## config.mk

```make
export PLATFORM = sky130hd
export DESIGN_NAME = serial_add_sub
export DESIGN_NICKNAME = d
export VERILOG_FILES = /design/src/rtl/serial_add_sub_pkg.sv /design/src/rtl/serial_add_sub_fa_cell.sv /design/src/rtl/serial_add_sub.sv
export SDC_FILE = /design/constraint.sdc
export NUM_CORES = 1
export LEC_CHECK = 0
export BUFFER_PORTS_ARGS = -buffer_cell sky130_fd_sc_hd__buf_4
export CAP_MARGIN = 20
export CORE_ASPECT_RATIO = 0.8
export CORE_MARGIN = 1
export CORE_UTILIZATION = 56
export CTS_BUF_LIST = sky130_fd_sc_hd__clkbuf_4 sky130_fd_sc_hd__clkbuf_8 sky130_fd_sc_hd__clkbuf_16
export DETAILED_ROUTE_END_ITERATION = 12
export GPL_TIMING_DRIVEN = 0
export PLACE_DENSITY = 0.88
export SETUP_SLACK_MARGIN = 0.1
export SYNTH_ARGS = -nofsm -noshare
export SYNTH_HDL_FRONTEND = slang
export SYNTH_SLANG_ARGS = --single-unit
```

## constraint.sdc

```tcl
create_clock -name clk_i -period 2.65 [get_ports clk_i]
set_clock_uncertainty 0.1 [all_clocks]
set_input_delay 0.53 -clock clk_i [delete_from_list [all_inputs] [get_ports clk_i]]
set_output_delay 0.53 -clock clk_i [all_outputs]
set_load 0.02 [all_outputs]
```

## src/rtl/serial_add_sub_pkg.sv

```systemverilog
// Shared definitions for the bit-serial adder/subtractor.
//   state_e : FSM state encoding (idle, shifting, done)
//   ModeAdd / ModeSub : values of the mode input
package serial_add_sub_pkg;

  typedef enum logic [1:0] {
    StIdle  = 2'd0,
    StShift = 2'd1,
    StDone  = 2'd2
  } state_e;

  localparam logic ModeAdd = 1'b0;
  localparam logic ModeSub = 1'b1;

endpackage

```

## src/rtl/serial_add_sub_fa_cell.sv

```systemverilog
// 1-bit full adder built from two half adders plus an OR.
//   a_i, b_i : operand bits
//   cin_i    : carry in
//   sum_o    : a ^ b ^ cin
//   cout_o   : majority(a, b, cin)
module fa_cell (
  input  logic a_i,
  input  logic b_i,
  input  logic cin_i,
  output logic sum_o,
  output logic cout_o
);

  logic ha0_sum, ha0_carry, ha1_carry;

  assign ha0_sum   = a_i ^ b_i;
  assign ha0_carry = a_i & b_i;
  assign sum_o     = ha0_sum ^ cin_i;
  assign ha1_carry = ha0_sum & cin_i;
  assign cout_o    = ha0_carry | ha1_carry;

endmodule

```

## src/rtl/serial_add_sub.sv

```systemverilog
// Bit-serial N-bit adder/subtractor, LSB first, one bit per clock through a single
// full-adder cell and a registered carry/borrow.
//   clk_i    : rising-edge clock
//   rst_i    : asynchronous active-high reset
//   start_i  : request, sampled in idle or done only
//   mode_i   : 0 = a + b, 1 = a - b (latched with start)
//   a_i, b_i : operands (latched with start)
//   result_o : sum/difference, valid on done and held afterwards in idle
//   cout_o   : carry out (subtract: 1 = no borrow)
//   ovf_o    : two's-complement overflow
//   busy_o   : high while shifting
//   done_o   : one-cycle pulse when result/flags are valid
module serial_add_sub
  import serial_add_sub_pkg::*;
#(
  parameter int unsigned N = 8
) (
  input  logic         clk_i,
  input  logic         rst_i,
  input  logic         start_i,
  input  logic         mode_i,
  input  logic [N-1:0] a_i,
  input  logic [N-1:0] b_i,
  output logic [N-1:0] result_o,
  output logic         cout_o,
  output logic         ovf_o,
  output logic         busy_o,
  output logic         done_o
);

  localparam int unsigned CntW = $clog2(N);
  localparam logic [CntW-1:0] LastBit = CntW'(N - 1);

  state_e          state_q, state_d;
  logic [CntW-1:0] count_q, count_d;
  logic [N-1:0]    a_q, a_d, b_q, b_d, res_q, res_d;
  logic            carry_q, carry_d;
  logic            cmsb_q, cmsb_d;
  logic            fa_sum, fa_carry;

  fa_cell u_fa_cell (
    .a_i   (a_q[0]),
    .b_i   (b_q[0]),
    .cin_i (carry_q),
    .sum_o (fa_sum),
    .cout_o(fa_carry)
  );

  always_comb begin
    state_d = state_q;
    count_d = count_q;
    a_d     = a_q;
    b_d     = b_q;
    res_d   = res_q;
    carry_d = carry_q;
    cmsb_d  = cmsb_q;

    unique case (state_q)
      StIdle, StDone: begin
        if (start_i) begin
          // Subtraction is a + ~b + 1: invert b and seed the carry with 1.
          a_d     = a_i;
          b_d     = b_i ^ {N{mode_i}};
          carry_d = (mode_i == ModeSub);
          count_d = '0;
          state_d = StShift;
        end else begin
          state_d = StIdle;
        end
      end
      StShift: begin
        a_d     = a_q >> 1;
        b_d     = b_q >> 1;
        res_d   = {fa_sum, res_q[N-1:1]};
        carry_d = fa_carry;
        count_d = count_q + CntW'(1);
        if (count_q == LastBit) begin
          // Carry into the MSB, needed for the overflow flag.
          cmsb_d  = carry_q;
          state_d = StDone;
        end
      end
      default: state_d = StIdle;
    endcase
  end

  always_ff @(posedge clk_i or posedge rst_i) begin
    if (rst_i) begin
      state_q <= StIdle;
      count_q <= '0;
      a_q     <= '0;
      b_q     <= '0;
      res_q   <= '0;
      carry_q <= 1'b0;
      cmsb_q  <= 1'b0;
    end else begin
      state_q <= state_d;
      count_q <= count_d;
      a_q     <= a_d;
      b_q     <= b_d;
      res_q   <= res_d;
      carry_q <= carry_d;
      cmsb_q  <= cmsb_d;
    end
  end

  // The carry register holds the final carry from done until the next accepted start.
  assign result_o = res_q;
  assign cout_o   = carry_q;
  assign ovf_o    = cmsb_q ^ carry_q;
  assign busy_o   = (state_q == StShift);
  assign done_o   = (state_q == StDone);

endmodule

```

==> metrics.md <==
| Metric | Value |
|---|---|
| Max VDD drop | `589 uV` |
| Vias | `956` |
| CTS buffer count | `5` |
| Syn Nets | `roughly 130` |
| CTS sink cnt | `31` |
| Dominant cell type by area after synthesis | `dfrtp_1` |
| Detailed placer's ending HPWL | `1860 um` |
| Internal Power | `1.40 mW` |
| Power Density | `1240 mW/mm^2` |
| Post-Syn Area per Cell | `~13 sq um` |
| Total track usage | `22.6%` |
| Final WS setup | `668 ps` |
| # setup viols final | `0` |
| Post-CTS Hold Buffers | `0` |
| Diode count | `0` |
| Largest net degree at the start of global routing | `23` |
| Rel. slew slack | `67.3%` |
| Clock Latency Late Sink | `330 ps` |
| Die area | `~0.0027 sq mm` |
| Combinational group share of total power | `48.1%` |
| Psw | `773 uW` |
| Drt wl/cell | `approximately 16 um` |
| Top cell type's share of synthesized area | `55.3%` |
| Vias per cell | `5.72` |
| Iteration-0 DRC Markers | `24` |
| First-pass GRT wire length | `between 4000 and 5000 um` |
| DIE WIDTH | `58.0 um` |
| Post-Route WL | `2600 um` |
| Resize count post-CTS | `0` |
| Tmin final | `1980 ps` |
| Design area | `0.00174 sq mm` |
| Clock slew at the register clock pins of the worst setup and hold paths | `~90 ps` |
| CP Data Arrival Time | `1350 ps` |
| Max Root-Sink Buffers | `2` |
| Initial Utilization | `62.3%` |
| Boundary pin count | `32` |
| P_leak | `between 0.8 and 0.9 nW` |
| Reg power frac | `39.1%` |
| MaxCap Viol Count | `0` |
| Layout cell share with drive strength beyond 1 | `between 40% and 50%` |
| Number of buffers added on ports | `30` |
| Fin. max-slew vios | `0` |
| Synth warnings | `0` |
| Worst Hold Class | `in -> async` |
| Synth unique cells | `22` |
| Die height | `46.8 um` |
| Placed Area | `0.00169 sq mm` |
| Initial antenna violation count | `0` |
| Worst setup EP type | `primary output` |
| Worst-path fanout max | `10` |
| WS Path Type | `reg -> out` |
| Vias in the first global route | `958` |
| Endpoints failing hold | `0` |
| Htree depth | `2` |
| Fin Setup TNS | `0 ps` |
| Startpoint type of the worst setup path | `flop` |
| Root Buffer | `clkbuf_4` |
| Switching part of the total power | `35.6%` |
| Worst-Margin Slew | `490 ps` |
| Worst endpoint required time | `2020 ps` |
| Core Area | `0.00225 sq mm` |
| Total gr overflow | `0` |
| R2R Setup Slk | `1190 ps` |
| GP Congestion | `0.754` |
| Synthesized area | `0.00140 sq mm` |
| Post-CTS setup buffers | `0` |
| Drt pass-1 iters | `6` |
| Row cnt | `15` |
| Synth Register Bits | `31` |
| RSZ-0062 raised after global routing | `false` |
| Run status | `complete, no violations` |
| Area Overhead vs Synth | `24.2%` |
| Post-synthesis sequential area ratio | `between 50% and 60%` |
| Clock Power Share | `between 10% and 20%` |
| Setup WS pre-CTS | `1020 ps` |
| Worst hold slack | `115 ps` |
| ANT nets after route | `0` |
| Syn Inst Count | `104` |
| Core Util, Final | `77.4%` |
| Top cells by area, synth | `dfrtp_1 55%, mux2_2 8.0%, a22o_2 5.7%` |
| CTS tree | `built` |
| DRC errors left | `0` |
| Final worst path period share | `74.8%` |
| Fmax | `504 MHz` |
| Final net count | `roughly 170` |
[worst max-delay path, stage by stage, from the launching register on]
cell and delay, ps:
dfrtp_1 390, nor2b_4 180, buf_6 160, buf_6 150, buf_4 140
[final timing paths]
path / cells past startpoint / from / end
worst max register to register: 4 / count_q[0] / cmsb_q
worst min-delay path: 2 / rst_i / a_q[2]
max in group asynchronous: 3 / rst_i / cout_o
worst max-delay path: 4 / state_q[0] / busy_o
min in group clk_i: 2 / a_i[7] / a_q[7]
worst min register to register: 1 / a_q[6] / a_q[6]
[Yosys cell counts, drive strengths merged]
master / instances
clkbuf: 1
and2: 1
o21ai: 1
nand2b: 1
and2b: 1
nor2: 8
a22o: 12
inv: 2
nor2b: 2
fa: 1
ha: 2
xnor2: 7
a21o: 8
xor2: 2
a221o: 7
buf: 7
mux2: 10
dfrtp: 31
[cell families (layout without fill, tap and decap cells)]
group,after synthesis,after routing,synth area share [%]
AND/OR/NAND/NOR,13,13,5.17
buffers and inverters,10,48,4.90
multiplexers,10,10,8.02
adder cells (fa/ha/maj),3,3,3.21
flip-flops,31,31,55.3
AO/OA/AOI/OAI,28,28,17.8
XOR/XNOR,9,9,5.62
[stage by stage]
stage               power (mW)  instances
detailed placement        1.91        160
finish                    2.17        167
floorplan                 1.58        104
CTS                       2.18        167
global placement          1.85        159
global route              2.31        167
[layout make-up]
cell class                      instances  area, sq um
Sequential cell                        31          776
Multi-Input combinational cell         63          559
Fill cell                             144          508
Timing Repair Buffer                   31          253
Buffer                                  8         61.3
Clock buffer                            6         51.3
Tap cell                               25         31.3
Inverter                                2         7.51
Clock inverter                          1         5.00
[sequential cells by signal (all words and copies together), names as in the netlist]
register  count
state_q       2
b_q           8
cout_o        1
a_q           8
result_o      8
count_q       3
cmsb_q        1
[power groups by stage]
| stage | logic [mW] | registers [mW] | clock network [mW] |
|---|---|---|---|
| after floorplan | 0.677 | 0.905 | 0 |
| after global placement | 1.01 | 0.838 | 0 |
| after detailed placement | 1.05 | 0.853 | 0 |
| after CTS | 1.06 | 0.845 | 0.278 |
| after global routing | 1.14 | 0.872 | 0.301 |
| final | 1.04 | 0.847 | 0.278 |
[cell usage in the layout, fill, tap and decap left out, types with 2 or more instances in the layout]
master | synthesis | routed
buf_4 | 0 | 30
ha_1 | 2 | 2
a21o_1 | 8 | 8
a22o_2 | 8 | 8
xnor2_1 | 7 | 7
a22o_1 | 4 | 4
buf_2 | 4 | 4
a221o_1 | 7 | 7
nor2_1 | 8 | 8
dfrtp_1 | 31 | 31
xor2_1 | 2 | 2
buf_6 | 2 | 2
inv_1 | 2 | 2
mux2_2 | 10 | 10
clkbuf_4 | 0 | 5
[metal layers]
metal / global-route usage [%] / share of wire, %
met1: 28.2 / 48
met4: 14.3 / 2.4
met3: 6.61 / 4.0
met2: 35.9 / 46
met5: 0 / 0
Note: power is estimated with default switching activity, not from simulation.
